--- config.mk ---
export PLATFORM = sky130hd
export DESIGN_NAME = ifu
export DESIGN_NICKNAME = d
export VERILOG_FILES = /design/src/rtl/ifu.sv
export SDC_FILE = /design/constraint.sdc
export NUM_CORES = 1
export LEC_CHECK = 0
export BUFFER_PORTS_ARGS = -buffer_cell sky130_fd_sc_hd__buf_4
export CORE_MARGIN = 2
export CORE_UTILIZATION = 50
export CTS_BUF_LIST = sky130_fd_sc_hd__clkbuf_16
export DETAILED_ROUTE_END_ITERATION = 8
export PLACE_DENSITY = 0.69
export SLEW_MARGIN = 10
export SYNTH_ARGS = -nofsm -noshare
export SYNTH_HDL_FRONTEND = slang
export SYNTH_SLANG_ARGS = --single-unit
--- constraint.sdc ---
create_clock -name clk -period 24.3 [get_ports clk]
set_input_delay 2.43 -clock clk [delete_from_list [all_inputs] [get_ports clk]]
set_output_delay 2.43 -clock clk [all_outputs]
set_load 0.05 [all_outputs]
--- src/rtl/ifu.sv ---
// rtl/ifu.sv - instruction fetch unit: single-outstanding fetch FSM feeding a DEPTH-entry instruction FIFO
module ifu #(
  parameter logic [63:0] RESET_PC = 64'h8000_0000,
  parameter int          DEPTH    = 2
) (
  input  logic        clk,
  input  logic        rst,
  input  logic        redirect_valid,
  input  logic [63:0] redirect_pc,
  output logic        mem_req_valid,
  output logic [63:0] mem_req_addr,
  input  logic        mem_req_ready,
  input  logic        mem_resp_valid,
  input  logic [31:0] mem_resp_data,
  output logic        inst_valid,
  output logic [31:0] inst,
  output logic [63:0] inst_pc,
  input  logic        inst_ready
);

  localparam int PW = (DEPTH > 1) ? $clog2(DEPTH) : 1;
  localparam int CW = PW + 1;
  localparam logic [CW-1:0] FULL = CW'(DEPTH);

  typedef enum logic [1:0] {S_IDLE, S_REQ, S_WAIT} state_t;

  state_t        r_state;
  logic [63:0]   r_fetch_pc;
  logic [63:0]   r_req_addr;
  logic [63:0]   r_wait_pc;
  logic          r_stale;
  logic [31:0]   r_data [DEPTH];
  logic [63:0]   r_pc   [DEPTH];
  logic [PW-1:0] r_wptr;
  logic [PW-1:0] r_rptr;
  logic [CW-1:0] r_count;

  logic          w_hs;
  logic          w_pop;
  logic          w_push;
  logic          w_space;
  logic [CW-1:0] w_count_nxt;
  logic [63:0]   w_redir_pc;

  assign w_redir_pc  = redirect_pc & ~64'h3;
  assign w_hs        = (r_state == S_REQ) && mem_req_ready;
  assign w_pop       = inst_valid && inst_ready;
  // A response racing a redirect belongs to the abandoned stream and is dropped.
  assign w_push      = (r_state == S_WAIT) && mem_resp_valid && !r_stale && !redirect_valid;
  assign w_count_nxt = r_count + CW'(w_push) - CW'(w_pop);
  assign w_space     = w_count_nxt < FULL;

  assign mem_req_valid = (r_state == S_REQ);
  assign mem_req_addr  = r_req_addr;
  assign inst_valid    = (r_count != '0);
  assign inst          = r_data[r_rptr];
  assign inst_pc       = r_pc[r_rptr];

  always_ff @(posedge clk) begin
    if (rst) begin
      r_wptr  <= '0;
      r_rptr  <= '0;
      r_count <= '0;
      for (int i = 0; i < DEPTH; i++) begin
        r_data[i] <= '0;
        r_pc[i]   <= '0;
      end
    end else if (redirect_valid) begin
      r_wptr  <= '0;
      r_rptr  <= '0;
      r_count <= '0;
    end else begin
      if (w_push) begin
        r_data[r_wptr] <= mem_resp_data;
        r_pc[r_wptr]   <= r_wait_pc;
        r_wptr         <= r_wptr + PW'(1);
      end
      if (w_pop) begin
        r_rptr <= r_rptr + PW'(1);
      end
      r_count <= w_count_nxt;
    end
  end

  // r_req_addr holds the presented address; r_fetch_pc is the next address of the live stream.
  always_ff @(posedge clk) begin
    if (rst) begin
      r_state    <= S_IDLE;
      r_fetch_pc <= RESET_PC;
      r_req_addr <= RESET_PC;
      r_wait_pc  <= '0;
      r_stale    <= 1'b0;
    end else begin
      case (r_state)
        S_IDLE: begin
          if (redirect_valid) begin
            r_fetch_pc <= w_redir_pc;
            r_req_addr <= w_redir_pc;
            r_state    <= S_REQ;
          end else if (w_space) begin
            r_req_addr <= r_fetch_pc;
            r_state    <= S_REQ;
          end
        end
        S_REQ: begin
          if (w_hs) begin
            r_state   <= S_WAIT;
            r_wait_pc <= r_req_addr;
            if (redirect_valid) begin
              r_fetch_pc <= w_redir_pc;
              r_stale    <= 1'b1;
            end else if (!r_stale) begin
              r_fetch_pc <= r_fetch_pc + 64'd4;
            end
          end else if (redirect_valid) begin
            r_fetch_pc <= w_redir_pc;
            r_stale    <= 1'b1;
          end
        end
        S_WAIT: begin
          if (mem_resp_valid) begin
            r_stale <= 1'b0;
            if (redirect_valid) begin
              r_fetch_pc <= w_redir_pc;
              r_req_addr <= w_redir_pc;
              r_state    <= S_REQ;
            end else if (w_space) begin
              r_req_addr <= r_fetch_pc;
              r_state    <= S_REQ;
            end else begin
              r_state <= S_IDLE;
            end
          end else if (redirect_valid) begin
            r_fetch_pc <= w_redir_pc;
            r_stale    <= 1'b1;
          end
        end
        default: r_state <= S_IDLE;
      endcase
    end
  end

endmodule
Word-level counts from Yosys, hierarchy flattened:

Memory sizes are Yosys's and may differ from the RTL's. A register that Yosys moved wholly into a read port is not among the register bits.
Index checks and enable logic that the tools add are counted.

* RAM bits: 192
* memories kept: 2
* bits in registers: 199
* output and inout bits: 162
* memory bits (read-only): 0
* word-level logic and storage cells: 77
* latch bits: 0

Memories
* r_pc: words 2, bits a word 64, rd ports 1, clocked after Yosys merged registers in 1, wr ports 2, line 33 `logic [63:0] r_pc [DEPTH];`
* r_data: words 2, bits a word 32, rd ports 1, clocked after Yosys merged registers in 1, wr ports 2, line 32 `logic [31:0] r_data [DEPTH];`

* reduce and logical (&&, ||, !) cells: 20
* order comparisons: 1
* $add $sub $neg: 5
* shift-type cells: 0
* mux-type cells: 35
* multiply operators: 0
* div/mod/pow operators: 0
* bitwise logic cells: 0
* equality and inequality tests: 6

Operator list (number)
* $mux 64: 8
* $pmux 64 s2: 2
* $add 64x3->64 const B: 1
* $reduce_or 64->1: 1
* $mux 32: 1
* $reduce_or 32->1: 1
* $mux 1: 18
* $mux 2: 4
* $reduce_bool 2->1: 4
* $pmux 2 s3: 1
* $reduce_and 2->1: 3
* $logic_and 1x1->1: 5
* $ne 4x4->1 const B: 1
* $reduce_or 2->1: 2
* $ne 3x3->1 const B: 1
* $reduce_and 3->1: 1
* $add 1x1->1 const B: 2
* $add 2x1->2: 1
* $eq 2x1->1 const B: 1
* $eq 2x2->1 const B: 1
* $logic_not 1->1: 2
* $logic_not 2->1: 1
* $lt 2x2->1 const B: 1
* $ne 2x1->1 const B: 1
* other kinds (3): 3

Depth between registers and ports, before layout:

* depth after elaboration: 11
* gate-level depth with buffers: 15
* mapped depth without buffers: 13

Worst setup path after synthesis:

Ideal clock, no wire load.

* path type: input -> register
* start point: input mem_resp_valid
* end point: memory r_data[0][0], enable pin
* arrival: 9665 ps
* path slack: 13952 ps
* cell stages on the path: 4
* setup time: 683 ps
* cell sequence: nand2_1 or3_1 clkbuf_1 o21ai_0

RTL lines
* start: declaration: line 13 `input logic mem_resp_valid,`
* end: declaration: line 32

==> results.sh <==
export IMPL_r2r_start="r_state[0]"
export IMPL_numCtsBuffers=42
export IMPL_num_rows=69
export IMPL_tns_ns=0
export IMPL_drt_wirelength_per_cell_um=19.5
export IMPL_grt_pass1_wl_um=71800
export IMPL_ant_nets=0
export IMPL_cp_arrival_ns=2.76
export IMPL_cp_start_kind="flop"
export IMPL_min_from="r_wait_pc[58]"
export IMPL_powerDensity_mw_per_mm2=84.8
export IMPL_hold_buffers=0
export IMPL_areaGrowthSynthToFinish_pct=20.2
export IMPL_viasPerCell=5.73
export IMPL_power_mw=1.81
export IMPL_cts_htree_levels=2
export IMPL_worstSetupEndpointType="primary output"
export IMPL_drt_pass1_iterations=5
export IMPL_dp_slack_ns=18.70
export IMPL_outcome="finished clean"
export IMPL_synth_nets=1840
export IMPL_numPortBuffers=261
export IMPL_worst_pin_slew_ns=1.21
export IMPL_ios=264
export IMPL_syn_inst=1730
export IMPL_hold_ws_ns=0.458
export IMPL_cts_resized=0
export IMPL_drt_iter0_markers=1021
export IMPL_drc=0
export IMPL_hold_viol=0
export IMPL_drt_total_wl_um=47300
export IMPL_synth_seq_area_share_pct=55.0
export IMPL_synthesis_area_sq_mm=0.0178
export IMPL_peakVddDrop_mv=0.0949
export IMPL_nets=2041
export IMPL_core_region_area_sq_mm=0.0353
export IMPL_drive_above_1_share_pct=23.3
export IMPL_cts_sinks=392
export IMPL_clock_fmax_ghz=0.193
export IMPL_slew_headroom_pct=19.3
export IMPL_finalSetupViolCount=0
export IMPL_crit_path_max_fanout=62
export IMPL_clock_path_buffers=3
export IMPL_avgSynthCellArea_sq_um=10.3
export IMPL_fin_skew_ns=0.0156
export IMPL_cp_common_cell="buf_4"
export IMPL_critPathMaxStageDelay_ns=0.76
export IMPL_rsz0062_at_grt="false"
export IMPL_cts_tree="done"
export IMPL_synth_edff_count=192
export IMPL_drv_slew=0
export IMPL_ys_seq_elements=392
export IMPL_yosysWarnings=0
export IMPL_register_area_sq_mm=0.00977
export IMPL_cap_violations=0
export IMPL_dp_hpwl_um=30700
export IMPL_start_util_pct=50.3
export IMPL_grt_pass1_vias=12800
export IMPL_overflow=0
export IMPL_die_area_sq_mm=0.0371
export IMPL_post_cts_buffers=0
export IMPL_crit_required_ns=21.87
export IMPL_fin_util_pct=60.5
export IMPL_worst_hold_path_type="flop to flop"
export IMPL_path_cells="buf_4 > mux2_2 > buf_4"
export IMPL_slowest_stage="buf_4"
export IMPL_path_clk_slew_ns=0.06
export IMPL_multi_input_area_sq_mm=0.00753
export IMPL_synthFlopType="dfxtp_1"
export IMPL_ys_async_sr_fraction_pct=0
export IMPL_vias=13900
export IMPL_clk_latency_ns=0.54
export IMPL_place_gp_congestion=0.922
export IMPL_finalCritPeriodShare_pct=21.4
export IMPL_cts_root_buf="clkbuf_16"
export IMPL_die_height_um=193
export IMPL_grt_total_usage_pct=24.9
export IMPL_crit_type="flop to primary output"
export IMPL_p_leak_nw=8.42
export IMPL_setup_ws_ns=19.11
export IMPL_grt_max_degree=110
export IMPL_dieWidth_um=193
export IMPL_antenna_found_initial=3
export IMPL_crit_family="buffers and inverters"
export IMPL_min_period_ns=5.19
export IMPL_path_buf_inv=2
export IMPL_yosysUniqueCellTypes=65
export IMPL_fillers=3039
-- registers in the layout, indices dropped and copies added, names as in the netlist, named ones only --
signal	count
r_state	2
mem_req_addr	64
r_wptr	1
r_rptr	1
r_wait_pc	64
r_pc	128
r_data	64
r_stale	1
r_count	2
r_fetch_pc	64
-- placed cells by master (no fill, tap or decap), types with 4 or more instances in the layout --
cell,instances
nand2_1,208
o22ai_1,4
nor2_1,121
a21o_1,4
a211oi_1,63
a311oi_1,19
and3_1,15
dfxtp_1,199
o21ai_0,53
a22oi_1,7
nand4_1,24
and4_1,10
nor3_1,35
inv_1,36
o31ai_1,8
a31o_2,5
mux2_2,97
a21oi_1,118
buf_4,281
and2_1,199
clkbuf_16,43
a31oi_1,15
nand2b_1,6
nor2b_1,6
nand3_1,37
nor4_1,12
edfxtp_1,192
or4_1,4
ha_1,8
or3_1,5
o21a_1,5
mux2i_1,50
clkinv_1,6
-- layer usage --
| metal | GRT usage (%) | share of wire, % |
|---|---|---|
| met5 | 0 | 0.063 |
| met4 | 6.34 | 2.0 |
| met3 | 4.33 | 7.2 |
| met2 | 40.3 | 48 |
| met1 | 34.7 | 43 |
-- final timing paths --
path	end	cells past startpoint	slack [ns]
worst max-delay path	inst_pc[29]	3	19.11
worst min-delay path	r_wait_pc[58]	2	0.46
worst min register to register	r_wait_pc[58]	2	0.46
worst max register to register	r_pc[0][17]	7	20.69
-- worst register-to-register path, cell delays in order (launching register included) --
cell	delay, ns
dfxtp_1	0.35
inv_1	0.09
ha_1	0.31
nand2_1	0.15
or3_1	0.48
o21ai_4	0.64
buf_4	0.54
buf_4	0.64
-- final cells by class --
| type | instances | area share (%) |
|---|---|---|
| diodes | 1 | 0.0117 |
| clock buffers | 43 | 5.04 |
| clock inverters | 33 | 0.984 |
| inverters | 17 | 0.299 |
| multi-input cells | 1196 | 35.3 |
| flip-flops and latches | 392 | 45.8 |
| well taps | 461 | 2.70 |
| repair buffers | 282 | 9.93 |
-- per-stage QoR --
stage	cells	area, sq um
2_1_floorplan	1730	17800
3_3_place_gp	2348	20100
3_5_place_dp	2348	20100
4_1_cts	2424	21400
5_1_grt	2425	21400
6_report	2425	21400
-- report_power, final --
part           switching (mW)  internal [mW]  total [mW]
registers              0.0573          0.754       0.811
logic                   0.277          0.120       0.398
clock network           0.253          0.350       0.603
-- Yosys cell counts (all sizes together) (4+ instances only) --
| cell | number | area [sq um] |
|---|---|---|
| a211oi | 63 | 473 |
| a21o | 4 | 30.0 |
| a21oi | 119 | 596 |
| a22oi | 7 | 52.6 |
| a311oi | 19 | 166 |
| a31o | 5 | 43.8 |
| a31oi | 16 | 100 |
| and2 | 200 | 1250 |
| and3 | 15 | 93.8 |
| and4 | 11 | 97.6 |
| buf | 25 | 106 |
| clkbuf | 100 | 375 |
| dfxtp | 200 | 4000 |
| edfxtp | 192 | 5770 |
| ha | 8 | 100 |
| inv | 16 | 60.1 |
| mux2 | 97 | 1090 |
| mux2i | 50 | 500 |
| nand2 | 210 | 788 |
| nand2b | 6 | 37.5 |
| nand3 | 37 | 185 |
| nand4 | 25 | 163 |
| nor2 | 122 | 458 |
| nor2b | 6 | 37.5 |
| nor3 | 37 | 196 |
| nor4 | 14 | 118 |
| nor4bb | 4 | 40.0 |
| o21a | 5 | 37.5 |
| o21ai | 54 | 270 |
| o22ai | 4 | 25.0 |
| o31ai | 8 | 60.1 |
| or3 | 5 | 31.3 |
| or4 | 6 | 52.6 |
-- cell families after synthesis --
family | synth area share, %
simple gates | 20.3
flops | 55.0
compound gates | 11.8
mux | 8.96
buf+inv | 3.07
fa+ha+maj | 0.563
xor+xnor | 0.275
Note: power is estimated with default switching activity, not from simulation.
